[config.mk]
export PLATFORM = sky130hd
export DESIGN_NAME = axis_fifo_wr_packer
export DESIGN_NICKNAME = d
export VERILOG_FILES = /design/src/rtl/axis_fifo_pkg.sv /design/src/rtl/axis_fifo_wr_packer.sv
export SDC_FILE = /design/constraint.sdc
export NUM_CORES = 1
export LEC_CHECK = 0
export ABC_AREA = 1
export ABC_CLOCK_PERIOD_IN_PS = 2950
export CAP_MARGIN = 20
export CORE_AREA = 2 2 75 131
export CTS_BUF_LIST = sky130_fd_sc_hd__clkbuf_16
export CTS_CLUSTER_SIZE = 30
export DETAILED_ROUTE_END_ITERATION = 10
export DIE_AREA = 0 0 77 133
export PLACE_DENSITY = 0.67
export SYNTH_ARGS = -nofsm -noshare
export SYNTH_HDL_FRONTEND = slang
export SYNTH_SLANG_ARGS = --single-unit
[constraint.sdc]
create_clock -name wclk -period 2.95 [get_ports wclk]
set_input_delay 0.59 -clock wclk [delete_from_list [all_inputs] [get_ports wclk]]
set_output_delay 0.59 -clock wclk [all_outputs]
set_load 0.03 [all_outputs]
[src/rtl/axis_fifo_pkg.sv]
// Word-layout constants shared by the write-side packer, the dual-clock FIFO
// and the read-side unpacker. All positions are functions of IN_W and RATIO.
package axis_fifo_pkg;

   // Data lanes occupy the low RATIO*IN_W bits, lane 0 at the bottom.
   function automatic int data_msb(input int in_w, input int ratio);
      return ratio * in_w - 1;
   endfunction

   function automatic int mask_lsb(input int in_w, input int ratio);
      return ratio * in_w;
   endfunction

   function automatic int mask_msb(input int in_w, input int ratio);
      return ratio * in_w + ratio - 1;
   endfunction

   function automatic int last_bit(input int in_w, input int ratio);
      return ratio * in_w + ratio;
   endfunction

   function automatic int fifo_dsize(input int in_w, input int ratio);
      return ratio * in_w + ratio + 1;
   endfunction

   function automatic bit is_pow2(input int v);
      return (v > 0) && ((v & (v - 1)) == 0);
   endfunction

endpackage : axis_fifo_pkg

[src/rtl/axis_fifo_wr_packer.sv]
// AXI-Stream slave that packs RATIO narrow beats into one tagged FIFO word
// and pushes it into the write port of the dual-clock FIFO.
module axis_fifo_wr_packer
   import axis_fifo_pkg::*;
#(
   parameter  int IN_W  = 8,
   parameter  int RATIO = 4,
   parameter  int CNT_W = 16,
   localparam int DSIZE = fifo_dsize(IN_W, RATIO)
) (
   input  logic             wclk,
   input  logic             wrst_n,
   input  logic [IN_W-1:0]  s_axis_tdata,
   input  logic             s_axis_tvalid,
   input  logic             s_axis_tlast,
   output logic             s_axis_tready,
   output logic [DSIZE-1:0] fifo_wdata,
   output logic             fifo_winc,
   input  logic             fifo_wfull,
   output logic [CNT_W-1:0] pkt_cnt
);

   localparam int LIDX_W = $clog2(RATIO);
   localparam int DATA_W = data_msb(IN_W, RATIO) + 1;
   localparam int LAST_B = last_bit(IN_W, RATIO);
   localparam logic [LIDX_W-1:0] LAST_LANE = LIDX_W'(RATIO - 1);

   if (!is_pow2(RATIO) || RATIO < 2) begin : g_bad_ratio
      $error("RATIO must be a power of two and at least 2");
   end

   // Accumulator for the word being assembled
   logic [DATA_W-1:0] data_q, data_d;
   logic [RATIO-1:0]  mask_q, mask_d;
   logic [LIDX_W-1:0] lane_idx_q, lane_idx_d;

   // Single-entry output register facing the FIFO write port
   logic [DSIZE-1:0]  out_word_q, out_word_d;
   logic              out_vld_q, out_vld_d;

   logic [CNT_W-1:0]  pkt_cnt_q, pkt_cnt_d;

   logic              accept;
   logic              drain;
   logic              complete;
   logic [DATA_W-1:0] data_ins;
   logic [RATIO-1:0]  mask_ins;

   // The output slot frees up in the same cycle it drains, so a completing
   // beat can refill it without a bubble; tready never looks at tvalid.
   assign drain         = out_vld_q && !fifo_wfull;
   assign s_axis_tready = !out_vld_q || !fifo_wfull;
   assign accept        = s_axis_tvalid && s_axis_tready;
   assign complete      = accept && ((lane_idx_q == LAST_LANE) || s_axis_tlast);

   always_comb begin
      data_ins = data_q;
      mask_ins = mask_q;
      for (int i = 0; i < RATIO; i++) begin
         if (lane_idx_q == LIDX_W'(i)) begin
            data_ins[i*IN_W +: IN_W] = s_axis_tdata;
            mask_ins[i]              = 1'b1;
         end
      end
   end

   always_comb begin
      data_d     = data_q;
      mask_d     = mask_q;
      lane_idx_d = lane_idx_q;
      if (complete) begin
         data_d     = '0;
         mask_d     = '0;
         lane_idx_d = '0;
      end else if (accept) begin
         data_d     = data_ins;
         mask_d     = mask_ins;
         lane_idx_d = lane_idx_q + 1'b1;
      end
   end

   always_comb begin
      out_word_d = out_word_q;
      out_vld_d  = out_vld_q;
      if (complete) begin
         out_word_d = {s_axis_tlast, mask_ins, data_ins};
         out_vld_d  = 1'b1;
      end else if (drain) begin
         out_vld_d  = 1'b0;
      end
   end

   always_comb begin
      pkt_cnt_d = pkt_cnt_q;
      if (drain && out_word_q[LAST_B]) begin
         pkt_cnt_d = pkt_cnt_q + 1'b1;
      end
   end

   always_ff @(posedge wclk or negedge wrst_n) begin
      if (!wrst_n) begin
         data_q     <= '0;
         mask_q     <= '0;
         lane_idx_q <= '0;
         out_word_q <= '0;
         out_vld_q  <= 1'b0;
         pkt_cnt_q  <= '0;
      end else begin
         data_q     <= data_d;
         mask_q     <= mask_d;
         lane_idx_q <= lane_idx_d;
         out_word_q <= out_word_d;
         out_vld_q  <= out_vld_d;
         pkt_cnt_q  <= pkt_cnt_d;
      end
   end

   assign fifo_winc  = out_vld_q;
   assign fifo_wdata = out_word_q;
   assign pkt_cnt    = pkt_cnt_q;

endmodule : axis_fifo_wr_packer

### After elaboration in Yosys (flattened, before gate mapping)

Index checks and enable logic that the tools add are counted.

| storage, ports and cells | value |
|---|---|
| register bits after elaboration | 92 |
| input port bits | 13 |
| output and inout bits | 55 |
| logic and storage cells | 38 |

| cells by class | value |
|---|---|
| add/sub/neg operators | 2 |
| equality and inequality tests | 3 |
| muxes and demuxes | 16 |
| reductions and logical operators | 11 |

Operators with widths:

| operator | number |
|---|---|
| $mux W32 | 2 |
| $mux W8 | 4 |
| $add A16 B1 Y16 const B | 1 |
| $mux W4 | 2 |
| $mux W1 | 6 |
| $eq A2 B2 Y1 const B | 2 |
| $logic_and A1 B1 Y1 | 4 |
| $mux W2 | 2 |
| $reduce_bool A2 Y1 | 2 |
| $add A2 B1 Y2 const B | 1 |
| $eq A2 B1 Y1 const B | 1 |
| $logic_not A1 Y1 | 2 |
| $logic_not A2 Y1 | 1 |
| $logic_or A1 B1 Y1 | 2 |

### Longest topological paths before layout

Gate-level depths: netlist (run 1).

| logic depth | value |
|---|---|
| depth in word-level cells | 5 |
| mapped depth | 8 |
| depth with buffers taken out | 8 |

### Worst setup path after synthesis (run 1)

Ideal clock, no wire load.

| timing | value |
|---|---|
| path kind | register to register |
| from | register out_vld_q (netlist: fifo_winc) |
| to | register mask_q[0] |
| library setup time | 0.120 ns |
| data arrival time | 1.334 ns |
| data required time | 2.830 ns |
| setup slack | 1.496 ns |
| cell stages (with the launch flop) | 6 |
| buffers on the path | 1 |
| period minus slack after synthesis | 1.454 ns |
| path through | dfrtp_1 -> nand2_2 -> nand2_4 -> inv_2 -> buf_2 -> o211a_1 |

| on the way | value |
|---|---|
| longest elaborated chain between the ends | 5 |
| elaborated cells between the ends (all ways) | 6 |
| those cells by class | 1 x mux; 5 x reduce/logical |

RTL lines:

| item | line | RTL |
|---|---|---|
| start, declared | axis_fifo_wr_packer.sv:39 | `logic out_vld_q, out_vld_d;` |
| start signal, assigned | axis_fifo_wr_packer.sv:113 | `out_vld_q <= out_vld_d;` |
| $logic_not A1 Y1 (*) | axis_fifo_wr_packer.sv:52 | `assign s_axis_tready = !out_vld_q \|\| !fifo_wfull;` |
| $logic_or A1 B1 Y1 (*) | axis_fifo_wr_packer.sv:52 |  |
| net s_axis_tready | axis_fifo_wr_packer.sv:16 | `output logic s_axis_tready,` |
| $logic_and A1 B1 Y1 (*) | axis_fifo_wr_packer.sv:53 | `assign accept = s_axis_tvalid && s_axis_tready;` |
| $logic_and A1 B1 Y1 | axis_fifo_wr_packer.sv:54 | `assign complete = accept && ((lane_idx_q == LAST_LANE) \|\| s_axis_tlast);` |
| $mux W4 or $reduce_bool A2 Y1 (tied branches) | -- |  |
| end signal, assigned | axis_fifo_wr_packer.sv:110 | `mask_q <= mask_d;` |
| end, declared | axis_fifo_wr_packer.sv:34 | `logic [RATIO-1:0] mask_q, mask_d;` |

Mark *: on every way through the listed nets, which the timed path passes. The rest lies on a longest branch.
A chain may end at the register's enable or synchronous reset.

### Worst setup path after layout (run 1)

| timing | value |
|---|---|
| from | input port fifo_wfull |
| to | output port s_axis_tready |

| on the way | value |
|---|---|
| longest elaborated chain between the ends | 2 |

RTL lines:

| item | line | RTL |
|---|---|---|
| start, declared | axis_fifo_wr_packer.sv:19 | `input logic fifo_wfull,` |
| $logic_not A1 Y1 | axis_fifo_wr_packer.sv:52 |  |
| $logic_or A1 B1 Y1 | axis_fifo_wr_packer.sv:52 |  |
| end, declared | axis_fifo_wr_packer.sv:16 |  |

No other way between the ends.

==> results of run 1 <==
[worst max path at each step]
stage / cells after the start / endpoint / start
4_1_cts: 3 / s_axis_tready / fifo_wfull
2_1_floorplan: 5 / mask_q[0]$_DFFE_PN0P_ / fifo_winc$_DFFE_PN0P_
3_3_place_gp: 3 / s_axis_tready / fifo_wfull
3_5_place_dp: 3 / s_axis_tready / fifo_wfull
6_report: 3 / s_axis_tready / fifo_wfull
5_1_grt: 3 / s_axis_tready / fifo_wfull
[flip-flops by register name (all words and copies together), names as in the netlist]
name / cells
data_q: 32
fifo_wdata: 37
fifo_winc: 1
lane_idx_q: 2
mask_q: 4
pkt_cnt: 16
[cells in the final DEF (no fill, tap or decap), drive strengths merged, types with 6 or more instances in the layout]
cell | Yosys | routed
a21oi | 25 | 25
a31oi | 9 | 9
buf | 19 | 6
clkbuf | 1 | 9
clkdlybuf4s50 | 0 | 66
dfrtp | 92 | 92
inv | 51 | 51
nand2 | 86 | 86
nand3 | 7 | 7
nor2 | 63 | 63
o21ai | 27 | 27
o22ai | 24 | 24
xor2 | 6 | 6
[layer usage]
| metal | routed length (um) | part of all wire | vias up | GRT usage |
|---|---|---|---|---|
| met1 | 3773 | 0.42 | 1487 | 0.2311 |
| met3 | 392 | 0.044 | 10 | 0.02524 |
| met4 | 151 | 0.017 | 0 | 0.08433 |
| met2 | 4618 | 0.52 | 91 | 0.3177 |
| li1 | - | - | 1529 | - |
| met5 | 0 | 0 | - | 0 |
[kinds of logic (layout without fill, tap and decap cells)]
kind of cell	after synthesis	after routing	share of synthesized area
simple gates	167	167	0.1787
flops	92	92	0.5788
compound gates	88	88	0.1249
buf+inv	72	140	0.07990
xor+xnor	10	10	0.02202
fa+ha+maj	5	5	0.01573
[worst max-delay path: stages]
cell and delay, ns:
clkdlybuf4s50_1 0.44, nand2_2 0.12, clkdlybuf4s50_1 0.68
[power by group]
part | internal, mW | switching, mW | leakage (nW) | total, mW
sequential | 1.60 | 0.202 | 1.21 | 1.81
clock | 0.825 | 0.476 | 0.165 | 1.30
combinational | 0.729 | 1.16 | 0.904 | 1.89
total | 3.16 | 1.84 | 2.28 | 5.00
[final cells by class]
class | count | share of cell area
clock inverter | 7 | 0.02271
timing repair buffer | 72 | 0.1417
inverter | 52 | 0.03900
clock buffer | 9 | 0.04443
sequential | 92 | 0.4542
tap | 122 | 0.03012
multi-input combinational | 270 | 0.2678
[synthesized netlist by cell type (3+ instances only)]
master	instances
a21oi_1	25
a31oi_1	9
buf_2	12
buf_4	6
dfrtp_1	92
ha_1	5
inv_1	49
nand2_1	83
nand3_1	6
nand4_1	4
nor2_1	60
nor3_1	4
o211a_1	3
o21ai_0	3
o21ai_1	24
o22ai_1	24
or2_2	3
xnor2_1	4
xor2_1	6
==> results.md, run 1 <==
- Seq. cell area: 2302 um2
- Via count: 3117
- 1st-iter DRT viols: 104
- Tcrit/Tclk final: 0.8205
- First-pass GRT wire length: 14680 um
- Worst flop-to-flop path endpoint: mask_q[1]$_DFFE_PN0P_
- Post-route setup slack: 0.5295 ns
- Die Width: 77 um
- Fmax: 0.4131 GHz
- Post-CTS Hold Fix Bufs: 0
- Grt ovf: 0
- TritonCTS buffer count: 9
- Clock Sink Count: 92
- Syn avg cell area: 9.165 um2
- CTS root buf: clkbuf_16
- Setup bufs post-CTS: 0
- GPL Wtd Cong: 0.8594
- Setup CP Type: in2out
- Via-per-instance ratio: 4.995
- Worst hold-check path type: in2async
- Total power: 4.996 mW
- Wirelength, routed: 8936 um
- Final setup vio count: 0
- Post-synth EDFFs: 0
- Post-Syn Nets: 452
- Status: finished clean
- Clk slew on worst S/H paths: 0.06 ns
- Flops & latches, synth: 92
- Reg2reg start: lane_idx_q[0]$_DFFE_PN0P_
- Antenna violations before repair: 0
- Yosys warnings: 0
- Worst-Skew Late Latency: 0.34 ns
- Final Hold Violating Endpoints: 0
- Dpl cells: 608
- Clock H-tree levels: 3
- Fin crit period: 2.420 ns
- Cell Count, Final, Fillers Out: 624
- Core Util, Final: 0.5455
- # nets final: 515
- Row cnt: 47
- Hold Slack: 0.2965 ns
- Pre-CTS WS: 0.5363 ns
- RSZ-0062 raised after global routing: false
- ANT nets after route: 0
- Io pins: 68
- Area of the multi-input gates: 1358 um2
- Die ar.: 10240 um2
- FFs w/ async S/R, synth: 1.000
- Post-synth top flop: dfrtp_1
- Overall Global Routing Usage: 0.1852
- Startpoint Class: primary input
- Initial Util: 0.4281
- CTS tree: done
- Crit end category: output port
- WP data required: 2.36 ns
- Peak VDD IR: 0.5607 mV
- Leakage power: 2.280 nW
- Die Ht: 133 um
- Pwr dens: 985.7 nW/um2
- Total negative slack: 0 ns
- Avg WL per Cell: 14.32 um
- Inserted Diodes: 0
- Vias in the first global route: 2993
- Post-synth top area share: 0.5788
- Top post-synthesis cells by area: dfrtp_1 58%, nand2_1 7.8%, nor2_1 5.7%, inv_1 4.6%, o22ai_1 3.8%
- Drc violations: 0
- CP arrival: 1.83 ns
- Max_slew headroom: 0.5232
- Fin area: 5069 um2
- Layout overhead on the synthesized area: 27.43%
- Slew at the pin with the worst max-slew slack: 0.7153 ns
- Core Region: 9291 um2
- R2R Setup Slk: 1.21 ns
- Syn Std Cell Area: 3978 um2
- Dpl cell area: 4728 um2
- Final HPWL DP: 6122 um
- Slew Limit Fails: 0
- IO buf count: 67
- DR pass1 iterations: 5
- Count of cell types in the netlist: 29
- Clock skew: 0.006096 ns
- R2R cell count: 5
- Largest net degree at the start of global routing: 56
- Layout cells sized above 1: 0.06375
- Register area share after synthesis: 0.5788
- Area leader, netlist: dfrtp_1
- CP max FO: 3
- Clk buf depth: 2
- # resized after CTS: 0
- Layout fillers: 878
- MaxCap Viol Count: 0
- Syn Inst Count: 434
Note: power is estimated with default switching activity, not from simulation.
==> run 2, diff against run 1 <==
--- a/config.mk
+++ b/config.mk
@@ -6,14 +6,14 @@
 export NUM_CORES = 1
 export LEC_CHECK = 0
 export ABC_AREA = 1
-export ABC_CLOCK_PERIOD_IN_PS = 2950
+export ABC_CLOCK_PERIOD_IN_PS = 2150
 export CAP_MARGIN = 20
 export CORE_AREA = 2 2 75 131
 export CTS_BUF_LIST = sky130_fd_sc_hd__clkbuf_16
 export CTS_CLUSTER_SIZE = 30
 export DETAILED_ROUTE_END_ITERATION = 10
 export DIE_AREA = 0 0 77 133
-export PLACE_DENSITY = 0.67
+export PLACE_DENSITY = 0.7
 export SYNTH_ARGS = -nofsm -noshare
 export SYNTH_HDL_FRONTEND = slang
 export SYNTH_SLANG_ARGS = --single-unit
==> constraint.sdc (replaced) <==
create_clock -name wclk -period 2.15 [get_ports wclk]
set_input_delay 0.43 -clock wclk [delete_from_list [all_inputs] [get_ports wclk]]
set_output_delay 0.43 -clock wclk [all_outputs]
set_load 0.03 [all_outputs]
==> results.md, run 2 (synthesized netlist as in run 1, its figures left out) <==
- CP max FO: 2
- Die ar.: 10240 um2
- Setup bufs post-CTS: 0
- Busiest grt layer: met2
- WP data required: 1.72 ns
- Vias in the first global route: 3091
- Wirelength, routed: 9173 um
- IO buf count: 67
- Commonest non-fill, non-tap cells in the layout: 92 x dfrtp_1, 83 x nand2_1, 66 x clkdlybuf4s50_1, 60 x nor2_1, 50 x inv_1
- Max_slew headroom: 0.6032
- Met3 usage in global routing: 0.04570
- Layout overhead on the synthesized area: 28.12%
- ANT nets after route: 0
- Worst hold-check path type: in2async
- Status: finished clean
- Layout cells sized above 1: 0.07662
- Slew Limit Fails: 0
- Antenna violations before repair: 0
- GPL Wtd Cong: 0.8525
- Overall Global Routing Usage: 0.1889
- CTS tree: done
- 1st-iter DRT viols: 109
- Die Width: 77 um
- Row cnt: 47
- Via-per-instance ratio: 4.970
- Hold Slack: 0.09731 ns
- CTS root buf: clkbuf_16
- Peak VDD IR: 0.7499 mV
- Io pins: 68
- Setup CP Type: in2out
- Largest net degree at the start of global routing: 48
- Pwr dens: 1302 nW/um2
- Startpoint Class: primary input
- Final Hold Violating Endpoints: 0
- Leakage power: 2.301 nW
- Fin crit period: 2.042 ns
- Core Region: 9291 um2
- Slew at the pin with the worst max-slew slack: 0.5953 ns
- Tcrit/Tclk final: 0.9496
- RSZ-0062 raised after global routing: false
- Total negative slack: 0 ns
- Die Ht: 133 um
- DR pass1 iterations: 4
- Final HPWL DP: 6603 um
- Post-CTS Hold Fix Bufs: 0
- Worst-Skew Late Latency: 0.33 ns
- Via count: 3136
- Crit end category: output port
- First-pass GRT wire length: 15080 um
- MaxCap Viol Count: 0
- Drc violations: 0
- Clock Sink Count: 92
- Clk buf depth: 2
- Clock skew: 0.003406 ns
- # nets final: 523
- Met2 usage: 0.3275
- Commonest non-fill, non-tap cell in the layout: dfrtp_1
- TritonCTS buffer count: 9
- Initial Util: 0.4281
- CP arrival: 1.61 ns
- Largest register FFs: 37
- Clk slew on worst S/H paths: 0.06 ns
- Avg WL per Cell: 14.54 um
- Met1 usage: 0.2236
- Grt ovf: 0
- # resized after CTS: 0
- Fmax: 0.4898 GHz
- Inserted Diodes: 0
- Final setup vio count: 0
- Clock H-tree levels: 3
## run 2: path summary, 6_finish.rpt
| kind | from | end | slack (ns) | cells after the start |
|---|---|---|---|---|
| max | fifo_wfull | s_axis_tready | 0.11 | 3 |
| min | wrst_n | pkt_cnt[0]$_DFFE_PN0P_ | 0.1 | 1 |
| max reg2reg | lane_idx_q[0]$_DFFE_PN0P_ | fifo_wdata[3]$_DFFE_PN0P_ | 0.50 | 5 |
| min reg2reg | fifo_wdata[32]$_DFFE_PN0P_ | fifo_wdata[32]$_DFFE_PN0P_ | 0.48 | 2 |
| max in group asynchronous | wrst_n | lane_idx_q[0]$_DFFE_PN0P_ | 1.41 | 2 |
| min in group wclk | fifo_wdata[32]$_DFFE_PN0P_ | fifo_wdata[32]$_DFFE_PN0P_ | 0.48 | 2 |
## run 2: layout make-up
class | count | area (um2)
Fill cell | 900 | 4195
Sequential cell | 92 | 2302
Multi-Input combinational cell | 270 | 1358
Timing Repair Buffer | 80 | 803.3
Clock buffer | 9 | 225.2
Inverter | 52 | 197.7
Tap cell | 122 | 152.6
Clock inverter | 6 | 57.56
## run 2: per-stage QoR
| stage | worst slack (ns) | total power, mW | utilization | instance area [um2] | cells |
|---|---|---|---|---|---|
| 2_1_floorplan | 0.6959 | 4.158 | - | 3978 | 434 |
| 3_3_place_gp | 0.1193 | 5.087 | 0.5180 | 4813 | 616 |
| 3_5_place_dp | 0.1079 | 5.179 | 0.5180 | 4813 | 616 |
| 4_1_cts | 0.1044 | 6.715 | 0.5485 | 5096 | 631 |
| 5_1_grt | 0.05322 | 7.037 | 0.5485 | 5096 | 631 |
| 6_report | 0.1084 | 6.637 | 0.5485 | 5096 | 631 |
## run 2: worst max-delay path, stage by stage
cell	delay, ns
clkdlybuf4s50_1	0.44
nand2_2	0.08
clkdlybuf4s50_1	0.66
## run 2: metal layers
layer	wire, um	vias to the layer above
li1	-	1529
met1	3633	1497
met2	4858	96
met3	488	14
met4	192	0
met5	0	-
## run 2: power by group
part           switching, mW  internal [mW]  total [mW]  leakage (nW)
registers              0.275           2.20        2.48          1.21
clock network          0.620          0.883        1.50         0.136
logic                   1.61           1.04        2.66         0.953
